<file path="config.mk">
export PLATFORM = sky130hd
export DESIGN_NAME = ultrasound_cnt_clk_drp_reconfig
export DESIGN_NICKNAME = d
export VERILOG_FILES = /design/src/rtl/ultrasound_cnt_clk_drp_reconfig.sv
export SDC_FILE = /design/constraint.sdc
export NUM_CORES = 1
export LEC_CHECK = 0
export BUFFER_PORTS_ARGS = -buffer_cell sky130_fd_sc_hd__buf_4
export CORE_MARGIN = 2
export CORE_UTILIZATION = 45
export CTS_BUF_LIST = sky130_fd_sc_hd__clkbuf_4 sky130_fd_sc_hd__clkbuf_8 sky130_fd_sc_hd__clkbuf_16
export CTS_CLUSTER_SIZE = 10
export DETAILED_ROUTE_END_ITERATION = 7
export GPL_TIMING_DRIVEN = 0
export PLACE_DENSITY = 0.79
export SYNTH_ARGS = -nofsm -noshare
export SYNTH_HDL_FRONTEND = slang
export SYNTH_SLANG_ARGS = --single-unit
</file>
<file path="constraint.sdc">
create_clock -name clk -period 1.9 [get_ports clk]
set_input_delay 0.38 -clock clk [delete_from_list [all_inputs] [get_ports clk]]
set_output_delay 0.38 -clock clk [all_outputs]
set_load 0.05 [all_outputs]
</file>
<file path="src/rtl/ultrasound_cnt_clk_drp_reconfig.sv">
// Runtime DRP reconfiguration controller for the ultrasound counter-clock MMCM.
// Rewrites a table of DRP registers by read-modify-write while holding the MMCM in reset,
// then releases reset and waits for LOCKED. Any DRP or lock timeout ends the run with error.
module ultrasound_cnt_clk_drp_reconfig #(
  parameter int unsigned NUM_ENTRIES     = 2,
  parameter int unsigned RST_HOLD_CYCLES = 4,
  parameter int unsigned DRDY_TIMEOUT    = 255,
  parameter int unsigned LOCK_TIMEOUT    = 65535
) (
  input  logic                      clk,
  input  logic                      reset,
  input  logic                      start,
  input  logic [NUM_ENTRIES*7-1:0]  cfg_addr,
  input  logic [NUM_ENTRIES*16-1:0] cfg_data,
  input  logic [NUM_ENTRIES*16-1:0] cfg_mask,
  output logic                      busy,
  output logic                      done,
  output logic                      error,
  output logic                      mmcm_rst,
  output logic [6:0]                daddr,
  output logic                      den,
  output logic                      dwe,
  output logic [15:0]               di,
  input  logic [15:0]               do_i,
  input  logic                      drdy,
  input  logic                      mmcm_locked
);

  // One shared counter serves the reset hold and both kinds of timeout wait.
  localparam int unsigned CntMax0 = (DRDY_TIMEOUT > LOCK_TIMEOUT) ? DRDY_TIMEOUT : LOCK_TIMEOUT;
  localparam int unsigned CntMax  = (RST_HOLD_CYCLES > CntMax0) ? RST_HOLD_CYCLES : CntMax0;
  localparam int unsigned CntW    = $clog2(CntMax + 1);
  localparam int unsigned IdxW    = (NUM_ENTRIES > 1) ? $clog2(NUM_ENTRIES) : 1;

  localparam logic [CntW-1:0] HoldLast = CntW'(RST_HOLD_CYCLES - 1);
  localparam logic [CntW-1:0] DrdyLast = CntW'(DRDY_TIMEOUT - 1);
  localparam logic [CntW-1:0] LockLast = CntW'(LOCK_TIMEOUT - 1);
  localparam logic [IdxW-1:0] IdxLast  = IdxW'(NUM_ENTRIES - 1);

  typedef enum logic [2:0] {
    StIdle,
    StRstHold,
    StRd,
    StRdWait,
    StWr,
    StWrWait,
    StRelease,
    StLockWait
  } state_e;

  state_e                    state_q, state_d;
  logic [CntW-1:0]           cnt_q, cnt_d;
  logic [IdxW-1:0]           idx_q, idx_d;
  logic [15:0]               di_q, di_d;
  logic                      error_q, error_d;
  logic                      done_q, done_d;
  logic [NUM_ENTRIES*7-1:0]  addr_tab_q, addr_tab_d;
  logic [NUM_ENTRIES*16-1:0] data_tab_q, data_tab_d;
  logic [NUM_ENTRIES*16-1:0] mask_tab_q, mask_tab_d;

  logic [6:0]  cur_addr;
  logic [15:0] cur_data;
  logic [15:0] cur_mask;

  assign cur_addr = addr_tab_q[idx_q*7 +: 7];
  assign cur_data = data_tab_q[idx_q*16 +: 16];
  assign cur_mask = mask_tab_q[idx_q*16 +: 16];

  // State and datapath registers
  always_ff @(posedge clk) begin
    if (reset) begin
      state_q    <= StIdle;
      cnt_q      <= '0;
      idx_q      <= '0;
      di_q       <= '0;
      error_q    <= 1'b0;
      done_q     <= 1'b0;
      addr_tab_q <= '0;
      data_tab_q <= '0;
      mask_tab_q <= '0;
    end else begin
      state_q    <= state_d;
      cnt_q      <= cnt_d;
      idx_q      <= idx_d;
      di_q       <= di_d;
      error_q    <= error_d;
      done_q     <= done_d;
      addr_tab_q <= addr_tab_d;
      data_tab_q <= data_tab_d;
      mask_tab_q <= mask_tab_d;
    end
  end

  // Next-state: sequencing, timeouts, table latch and merged write data
  always_comb begin
    state_d    = state_q;
    cnt_d      = cnt_q;
    idx_d      = idx_q;
    di_d       = di_q;
    error_d    = error_q;
    done_d     = 1'b0;
    addr_tab_d = addr_tab_q;
    data_tab_d = data_tab_q;
    mask_tab_d = mask_tab_q;
    unique case (state_q)
      StIdle: begin
        if (start) begin
          state_d    = StRstHold;
          cnt_d      = '0;
          idx_d      = '0;
          error_d    = 1'b0;
          addr_tab_d = cfg_addr;
          data_tab_d = cfg_data;
          mask_tab_d = cfg_mask;
        end
      end
      StRstHold: begin
        if (cnt_q == HoldLast) begin
          state_d = StRd;
          cnt_d   = '0;
        end else begin
          cnt_d = cnt_q + CntW'(1);
        end
      end
      StRd: begin
        state_d = StRdWait;
        cnt_d   = '0;
      end
      StRdWait: begin
        if (drdy) begin
          // Mask bits set keep the current MMCM value; cleared bits take the new value.
          di_d    = (do_i & cur_mask) | (cur_data & ~cur_mask);
          state_d = StWr;
        end else if (cnt_q == DrdyLast) begin
          state_d = StIdle;
          error_d = 1'b1;
          done_d  = 1'b1;
        end else begin
          cnt_d = cnt_q + CntW'(1);
        end
      end
      StWr: begin
        state_d = StWrWait;
        cnt_d   = '0;
      end
      StWrWait: begin
        if (drdy) begin
          if (idx_q == IdxLast) begin
            state_d = StRelease;
          end else begin
            idx_d   = idx_q + IdxW'(1);
            state_d = StRd;
          end
        end else if (cnt_q == DrdyLast) begin
          state_d = StIdle;
          error_d = 1'b1;
          done_d  = 1'b1;
        end else begin
          cnt_d = cnt_q + CntW'(1);
        end
      end
      StRelease: begin
        state_d = StLockWait;
        cnt_d   = '0;
      end
      StLockWait: begin
        if (mmcm_locked) begin
          state_d = StIdle;
          done_d  = 1'b1;
        end else if (cnt_q == LockLast) begin
          state_d = StIdle;
          error_d = 1'b1;
          done_d  = 1'b1;
        end else begin
          cnt_d = cnt_q + CntW'(1);
        end
      end
      default: state_d = StIdle;
    endcase
  end

  // Outputs decoded from state; done/error/di come straight from registers
  always_comb begin
    busy     = 1'b1;
    mmcm_rst = 1'b0;
    den      = 1'b0;
    dwe      = 1'b0;
    daddr    = '0;
    unique case (state_q)
      StIdle: busy = 1'b0;
      StRstHold, StRdWait, StWrWait: mmcm_rst = 1'b1;
      StRd: begin
        mmcm_rst = 1'b1;
        den      = 1'b1;
        daddr    = cur_addr;
      end
      StWr: begin
        mmcm_rst = 1'b1;
        den      = 1'b1;
        dwe      = 1'b1;
        daddr    = cur_addr;
      end
      StRelease, StLockWait: mmcm_rst = 1'b0;
      default: busy = 1'b0;
    endcase
  end

  assign done  = done_q;
  assign error = error_q;
  assign di    = di_q;

endmodule
</file>
==> results of run 1 <==
-- cell families after synthesis --
| logic type | count (synthesis) | share of synthesized area |
|---|---|---|
| AND/OR/NAND/NOR | 293 | 0.252 |
| XOR/XNOR | 1 | 0.00160 |
| buffers and inverters | 68 | 0.0511 |
| flip-flops | 116 | 0.425 |
| multiplexers | 24 | 0.0440 |
| AO/OA/AOI/OAI | 191 | 0.222 |
| adder cells (fa/ha/maj) | 2 | 0.00458 |
-- metrics by stage --
stage | area [um^2] | utilization | TNS (ns) | power (mW) | setup slack (ns)
after global routing | 7730 | 0.649 | -3.27 | 7.08 | -0.176
final | 7730 | 0.649 | -1.85 | 6.83 | -0.137
after global placement | 6660 | 0.559 | -15.17 | 3.66 | -0.397
after CTS | 7640 | 0.641 | -0.847 | 6.78 | -0.0759
after floorplan | 5540 | - | -1.81 | 3.29 | -0.196
after detailed placement | 6660 | 0.559 | -17.19 | 3.68 | -0.409
-- registers in the layout, indices dropped and copies added (netlist names) --
| name | cells |
|---|---|
| addr_tab_q | 14 |
| cnt_q | 16 |
| data_tab_q | 32 |
| di | 16 |
| done | 1 |
| error | 1 |
| idx_q | 1 |
| mask_tab_q | 32 |
| state_q | 3 |
-- power groups by stage --
stage	Sequential, mW	Combinational [mW]	Clock, mW
finish	2.67	1.12	3.03
global route	2.69	1.20	3.19
CTS	2.67	1.07	3.04
detailed placement	2.71	0.965	0
global placement	2.71	0.948	0
floorplan	2.70	0.589	0
-- worst min-delay path: stages --
cell and delay, ns:
buf_4 0.11, nand2_1 0.04, a21oi_1 0.05
-- cell usage in the layout, fill, tap and decap left out, types with 5 or more instances in the layout --
cell and instances:
nand2_1 175, buf_4 130, dfxtp_1 105, a21oi_1 104, a211oi_1 37, clkbuf_1 28, nor2_1 23, inv_1 17
mux2i_1 17, nor2b_1 17, clkbuf_16 17, nand3_1 14, o211ai_1 11, buf_6 10, nor2_4 9, nand4_1 8
buf_8 7, dfxtp_2 7, and4_1 6, clkbuf_4 5, mux2i_2 5, and3_1 5, buf_2 5
-- area by class of cell --
class	count	area, um^2	share of cell area
Multi-Input combinational cell	511	3180	0.411
Clock inverter	12	105	0.0136
Inverter	18	67.6	0.00874
Tap cell	147	184	0.0238
Timing Repair Buffer	144	1150	0.149
Buffer	47	251	0.0325
Clock buffer	20	454	0.0587
Sequential cell	116	2350	0.303
-- worst min-delay path by stage --
stage,endpoint,slack (ns),cells past startpoint,startpoint
after global placement,data_tab_q[4],0.44,2,data_tab_q[4]
final,mask_tab_q[4],0.21,3,cfg_mask[4]
after detailed placement,data_tab_q[4],0.44,2,data_tab_q[4]
after floorplan,data_tab_q[0],0.43,2,data_tab_q[0]
after global routing,data_tab_q[5],0.20,3,cfg_data[5]
after CTS,addr_tab_q[4],0.20,3,cfg_addr[4]
-- timing repair --
item | 4_1_cts | 5_1_grt
pin swaps | 26 | 7
hold buffers | 0 | 0
setup buffers | 16 | 2
resized for setup | 78 | 30
endpoints found under the hold margin | 0 | 0
cloned | 1 | 0
endpoints found under the setup margin | 109 | 98
-- per-layer routing --
layer  wire, um  global-route usage  up-vias  part of all wire
li1           -                   -     2774                 -
met1       7500               0.359     2750              0.42
met2       8470               0.440      298              0.47
met3       1520              0.0715       44             0.084
met4        505               0.102        0             0.028
met5          0                   0        -                 0
==> impl_metrics.json, run 1 <==
{
  "hold_class": "in2reg",
  "worst_pin_slew_ns": 0.631,
  "power_frac_clock": 0.444,
  "drv_slew": 0,
  "cts_buffer_depth": 2,
  "syn_avg_cell_area_um2": 7.86,
  "yosysTopAreaCell": "dfxtp_1",
  "p_per_area_mw_per_mm2": 883,
  "holdWs_ns": 0.210,
  "crit_type": "reg2reg",
  "die_h_um": 114,
  "dp_hpwl_um": 12000,
  "ios": 128,
  "r2r-end": "cnt_q[6]",
  "cts_max_level": 4,
  "yosysMostFrequentCell": "nand2_1",
  "clk_pin_slew_ns": 0.05,
  "cp.arrival_ns": 2.32,
  "wl_per_cell_um": 17.7,
  "grt_max_degree": 17,
  "setup_viol": 26,
  "synth_nets": 796,
  "pwr-share-seq": 0.392,
  "grt_pass1_wl_um": 27800,
  "cts_sinks": 116,
  "cp-start-kind": "flip-flop",
  "peakVddDrop_mv": 0.627,
  "async_flop_share": 0,
  "endpoint_kind": "flip-flop",
  "dr.pass1.iters": 5,
  "outcome": "complete, but fails checks",
  "r2r_cells": 7,
  "route.vias.total": 5866,
  "rsz0062_at_grt": "true",
  "worst-path-stages": 7,
  "layout.nets": 956,
  "antenna_found_initial": 0,
  "cts_tree": "done",
  "yosysSeqAreaShare": 0.425,
  "path_max_fanout": 5,
  "synth_common_cells": "175 x nand2_1, 116 x dfxtp_1, 107 x a21oi_1",
  "synthCells": 695,
  "drive_gt1_frac": 0.300,
  "min_period_ns": 2.04,
  "hold_viol": 0,
  "grt_pass1_vias": 5486,
  "nFillCells": 990,
  "chipWidth_um": 114,
  "path_delay_family": "simple AND/OR/NAND/NOR gates",
  "insertion_delay_ns": 0.42,
  "ys_seq_elements": 116,
  "p_sw_frac": 0.282,
  "crit_chain": "or4_4 > nor4_4 > a21oi_2 > buf_6 > buf_6 > a21oi_2 > a211oi_1",
  "fmaxAchievable_mhz": 491,
  "rrSetupSlack_ns": -0.14,
  "crit_slowest_cell": "or4_4",
  "cts-buffers-inserted": 17,
  "grt_overflow_total": 0,
  "ys_warn_count": 0,
  "port_buffers": 125,
  "die_area_mm2": 0.0130,
  "setup.worst_path.end": "cnt_q[6]",
  "finalClockSkew_ns": 0.00672,
  "min_period_over_period": 1.07,
  "synth_area_mm2": 0.00546,
  "globalRouteTotalUtil": 0.275,
  "syn_to_final_growth_pct": 41.6,
  "gp_congestion": 0.967,
  "failed_checks": "setup timing",
  "synth_flop_cell": "dfxtp_1",
  "first_iter_violations": 661,
  "root_buffer": "clkbuf_16",
  "num_antenna_cells": 0,
  "startpoint": "cnt_q[13]",
  "slew_headroom": 0.579,
  "rows": 40,
  "initial_core_util": 0.459,
  "p_int_mw": 4.90,
  "yosysUniqueCellTypes": 56,
  "leakagePower_nw": 2.92,
  "p_switching_mw": 1.93,
  "post_drt_via_cell_ratio": 5.78,
  "path_buf_inv": 2,
  "fin_cells": 1015,
  "r2r-start": "cnt_q[13]",
  "yosys.area.top_type_share": 0.425,
  "required_ns": 2.18,
  "max_stage_delay_ns": 0.61,
  "setup_slack_ns": -0.137,
  "ys_top_cells_by_area": "dfxtp_1 43%, nand2_1 12%, a21oi_1 9.8%",
  "core_mm2": 0.0119,
  "placed_cells": 967,
  "ant_nets": 0,
  "wl_um": 18000,
  "drc": 0,
  "power_frac_comb": 0.164,
  "synth_edf_count": 0,
  "maxCapViolCount": 0
}
No activity file was read; power rests on OpenSTA's default activity.
==> run 2, diff against run 1 <==
Settings changed: PLACE_DENSITY 0.79 to 0.78.
==> run 2 against run 1 <==
Net effect:
- the flow still finishes with violations (setup timing)
- register-to-register slack got worse by 0.05 ns
- design area rose by 1.5%
- critical path depth did not move
- first-iteration DRC count fell by 12%
- core utilization rose by 0.99 points
- critical path type unchanged
- non-clock buffer count did not move
- routed wire length rose by 2.1%
- sequential cell count did not move
- via count rose by 0.29%
- sequential share of layout area fell by 0.37 points
- hold slack got worse by 0.0083 ns
- setup slack got worse by 0.053 ns
==> impl_metrics.json, run 2 (synthesis results as in run 1) <==
{
  "rows": 40,
  "initial_core_util": 0.459,
  "grt_pass1_wl_um": 28100,
  "wl_per_cell_um": 18.1,
  "drc": 0,
  "grt_pass1_vias": 5556,
  "drv_slew": 0,
  "min_period_over_period": 1.10,
  "setup_slack_ns": -0.190,
  "antenna_found_initial": 0,
  "die_h_um": 114,
  "pwr-share-seq": 0.369,
  "failed_checks": "setup timing",
  "power_frac_clock": 0.472,
  "cp-start-kind": "flip-flop",
  "slew_headroom": 0.570,
  "gp_congestion": 0.954,
  "grt_overflow_total": 0,
  "first_iter_violations": 582,
  "crit_slowest_cell": "or4b_4",
  "fmaxAchievable_mhz": 479,
  "chipWidth_um": 114,
  "outcome": "complete, but fails checks",
  "dp_hpwl_um": 12100,
  "cts_tree": "done",
  "cts_sinks": 116,
  "setup_tns_ns": -2.73,
  "finalClockSkew_ns": 0.0104,
  "num_antenna_cells": 0,
  "die_area_mm2": 0.0130,
  "holdWs_ns": 0.202,
  "min_period_ns": 2.09,
  "cts_buffer_depth": 2,
  "grt_max_degree": 17,
  "power_frac_comb": 0.158,
  "core_mm2": 0.0119,
  "design_area_mm2": 0.00785,
  "path_buf_inv": 1,
  "layout.nets": 956,
  "maxCapViolCount": 0,
  "path_max_fanout": 5,
  "hold_class": "in2reg",
  "biggestRegsByFlops": "data_tab_q x32, mask_tab_q x32",
  "route.vias.total": 5883,
  "root_buffer": "clkbuf_16",
  "dr.pass1.iters": 5,
  "ios": 128,
  "cp.arrival_ns": 2.38,
  "pre_cts_ws_ns": -0.382,
  "fin_cells": 1015,
  "p_sw_frac": 0.275,
  "path_delay_family": "simple AND/OR/NAND/NOR gates",
  "p_int_mw": 5.25,
  "power.total_mw": 7.25,
  "crit_chain": "ha_4 > or4b_4 > nor4_4 > a21oi_2 > buf_6 > o211ai_1 > o22ai_1",
  "endpoint_kind": "flip-flop",
  "peakVddDrop_mv": 0.623,
  "placed_cells": 967,
  "rsz0062_at_grt": "true",
  "syn_to_final_growth_pct": 43.7,
  "worst_pin_slew_ns": 0.645,
  "crit_type": "reg2reg",
  "setup_viol": 26,
  "max_stage_delay_ns": 0.48,
  "dpl_cell_area_mm2": 0.00666,
  "utilization": 0.659,
  "wl_um": 18400,
  "clk_pin_slew_ns": 0.06,
  "final_cell_mix": "174 x nand2_1, 136 x buf_4, 104 x dfxtp_1",
  "p_switching_mw": 1.99,
  "drive_gt1_frac": 0.311,
  "globalRouteTotalUtil": 0.278,
  "insertion_delay_ns": 0.42,
  "cts-buffers-inserted": 17,
  "leakagePower_nw": 2.98,
  "post_drt_via_cell_ratio": 5.80,
  "port_buffers": 125,
  "required_ns": 2.19,
  "p_per_area_mw_per_mm2": 923,
  "hold_viol": 0,
  "ant_nets": 0,
  "final_common_cell": "nand2_1",
  "cts_max_level": 4
}
run 2: area by class of cell:
| cell class | instances | area (um^2) |
|---|---|---|
| repair buffers | 145 | 1150 |
| fillers | 940 | 4060 |
| well taps | 147 | 184 |
| clock inverters | 15 | 203 |
| flip-flops and latches | 116 | 2350 |
| plain buffers | 46 | 250 |
| inverters | 18 | 67.6 |
| multi-input cells | 511 | 3220 |
| clock buffers | 17 | 425 |
run 2: worst min-delay path, delay by kind of cell:
family,cells,cell delay (ns)
and+or+nand+nor,1,0.04
buffers and inverters,1,0.11
AOI/OAI and AO/OA,1,0.05
run 2: final timing paths:
path                   from             end  slack, ns  depth (start not counted)
min reg2reg  data_tab_q[19]  data_tab_q[19]       0.45                          2
max reg2reg        cnt_q[0]        cnt_q[0]      -0.19                          7
max                cnt_q[0]        cnt_q[0]      -0.19                          7
min            cfg_data[30]  data_tab_q[30]       0.20                          3
run 2: power by group through the flow:
stage | sequential (mW) | clock (mW) | combinational (mW)
after detailed placement | 2.72 | 0 | 0.961
after global placement | 2.71 | 0 | 0.949
after global routing | 2.69 | 3.53 | 1.23
final | 2.68 | 3.42 | 1.15
after floorplan | 2.70 | 0 | 0.589
after CTS | 2.67 | 3.42 | 1.09
run 2: timing repair:
item,4_1_cts,5_1_grt
hold buffers,0,0
setup buffers,14,5
endpoints found under the setup margin,105,96
gates cloned,2,0
gates resized for setup,81,43
pin swaps,21,12
run 2: per-layer routing:
metal  track usage  up-vias  wire length [um]
met5             0        -                 0
met4         0.124        0               703
met3        0.0646       61              1460
met2         0.463      300              8790
met1         0.342     2758              7420
li1              -     2764                 -
==> run 3, diff against run 2 <==
Settings changed: BUFFER_PORTS_ARGS -buffer_cell sky130_fd_sc_hd__buf_4 to unset, DONT_BUFFER_PORTS set to 1, PLACE_DENSITY 0.78 to 0.69.
==> run 3 against run 2 <==
Net effect:
- via count fell by 8.5%
- design area down 13%
- setup slack got worse by 0.058 ns
- sequential power about the same
- critical endpoint is now error
- largest power group unchanged
- the run still ends with setup timing left
==> impl_metrics.json, run 3 (synthesis results as in run 1) <==
{
  "route.vias.total": 5383,
  "antenna_found_initial": 0,
  "nFillCells": 1077,
  "drive_gt1_frac": 0.196,
  "dp_hpwl_um": 11900,
  "num_antenna_cells": 0,
  "p_switching_mw": 1.87,
  "insertion_delay_ns": 0.42,
  "p_sw_frac": 0.275,
  "failed_checks": "setup timing",
  "postCtsHoldBufs": 0,
  "multi_input_area_mm2": 0.00317,
  "layout.nets": 839,
  "grt_pass1_wl_um": 26200,
  "cp-start-kind": "flip-flop",
  "cp.arrival_ns": 2.45,
  "core_mm2": 0.0119,
  "leakagePower_nw": 2.35,
  "drc": 0,
  "rows": 40,
  "p_per_area_mw_per_mm2": 990,
  "register_area_mm2": 0.00235,
  "peakVddDrop_mv": 0.541,
  "grt_overflow_total": 0,
  "initial_core_util": 0.459,
  "dr.pass1.iters": 5,
  "final_cell_mix": "174 x nand2_1, 107 x dfxtp_1, 102 x a21oi_1",
  "power_frac_comb": 0.135,
  "post_drt_via_cell_ratio": 5.99,
  "wl_um": 17600,
  "cts_buffer_depth": 2,
  "grt_pass1_vias": 5049,
  "min_period_over_period": 1.13,
  "port_buffers": 0,
  "wl_per_cell_um": 19.6,
  "cts_max_level": 4,
  "power.total_mw": 6.80,
  "clk_pin_slew_ns": 0.06,
  "hold_class": "in2reg",
  "gp_congestion": 0.952,
  "power_frac_clock": 0.472,
  "pwr-share-seq": 0.393,
  "biggestRegsByFlops": "data_tab_q x32, mask_tab_q x32",
  "slew_headroom": 0.545,
  "pre_cts_ws_ns": -0.416,
  "cts-buffers-inserted": 17,
  "maxCapViolCount": 0,
  "syn_to_final_growth_pct": 25.6,
  "setup_viol": 27,
  "path_max_fanout": 4,
  "p_int_mw": 4.93,
  "cts_sinks": 116,
  "die_area_mm2": 0.0130,
  "ant_nets": 0,
  "chipWidth_um": 114,
  "outcome": "complete, but fails checks",
  "ios": 128,
  "required_ns": 2.20,
  "dpl_cell_area_mm2": 0.00572,
  "hold_viol": 0,
  "holdWs_ns": 0.0892,
  "drv_slew": 0,
  "first_iter_violations": 424,
  "root_buffer": "clkbuf_16",
  "globalRouteTotalUtil": 0.262,
  "endpoint_kind": "flip-flop",
  "min_period_ns": 2.15,
  "design_area_mm2": 0.00686,
  "grt_max_degree": 17,
  "finalClockSkew_ns": 0.00818,
  "worst_pin_slew_ns": 0.683,
  "crit_type": "reg2reg",
  "cts_tree": "done",
  "final_common_cell": "nand2_1",
  "rsz0062_at_grt": "true",
  "fmaxAchievable_mhz": 465,
  "setup_slack_ns": -0.248,
  "die_h_um": 114
}
-- run 3: changes by cell type in the layout (fill, tap and decap cells not counted), moves of 3 or more --
cell / delta
buf_4: -111
dfxtp_2: -4
dfxtp_1: +3
clkbuf_8: +3
mux2i_1: +5
buf_8: -7
mux2i_4: -4
-- run 3: stage by stage --
step | TNS (ns) | utilization | instances
after detailed placement | -18.75 | 0.480 | 842
after global placement | -16.74 | 0.480 | 842
after global routing | -4.59 | 0.576 | 898
after CTS | -1.28 | 0.561 | 886
after floorplan | -1.81 | - | 695
final | -2.83 | 0.576 | 898
-- run 3: critical path: stages, from the launching register on --
cell,delay [ns]
dfxtp_4,0.35
or4_4,0.59
or2_4,0.33
nor4_4,0.25
a22oi_1,0.14
a211oi_1,0.37
-- run 3: path summary, 6_finish.rpt --
kind	startpoint	end	slack (ns)	cells past startpoint
worst max register to register	cnt_q[13]	error	-0.25	5
worst max-delay path	cnt_q[13]	error	-0.25	5
worst min-delay path	cfg_mask[20]	mask_tab_q[20]	0.09	2
worst min register to register	data_tab_q[4]	data_tab_q[4]	0.45	2
-- run 3: metal layers --
metal,wire length [um],share of wire,global-route usage
met1,6780,0.39,0.303
met3,1590,0.091,0.0921
met5,0,0,0
met2,8850,0.50,0.454
met4,342,0.019,0.0837
-- run 3: cell type report --
class                      instances  area share
inverter                          18      0.0108
buffer                            47      0.0399
clock buffer                      20      0.0680
clock inverter                    12      0.0186
multi-input combinational        511       0.462
tap                              147      0.0268
sequential                       116       0.343
timing repair buffer              27      0.0310
-- run 3: repair_timing --
item,4_1_cts,5_1_grt
setup buffers,14,12
pin swaps,22,22
gates cloned,0,1
resized for setup,69,31
endpoints found under the setup margin,109,104
-- run 3: power groups by stage --
stage          logic, mW  clock network (mW)  registers (mW)
6_report           0.919                3.20            2.67
5_1_grt            0.995                3.34            2.69
4_1_cts            0.876                3.22            2.67
3_5_place_dp       0.764                   0            2.72
3_3_place_gp       0.748                   0            2.71
2_1_floorplan      0.589                   0            2.70
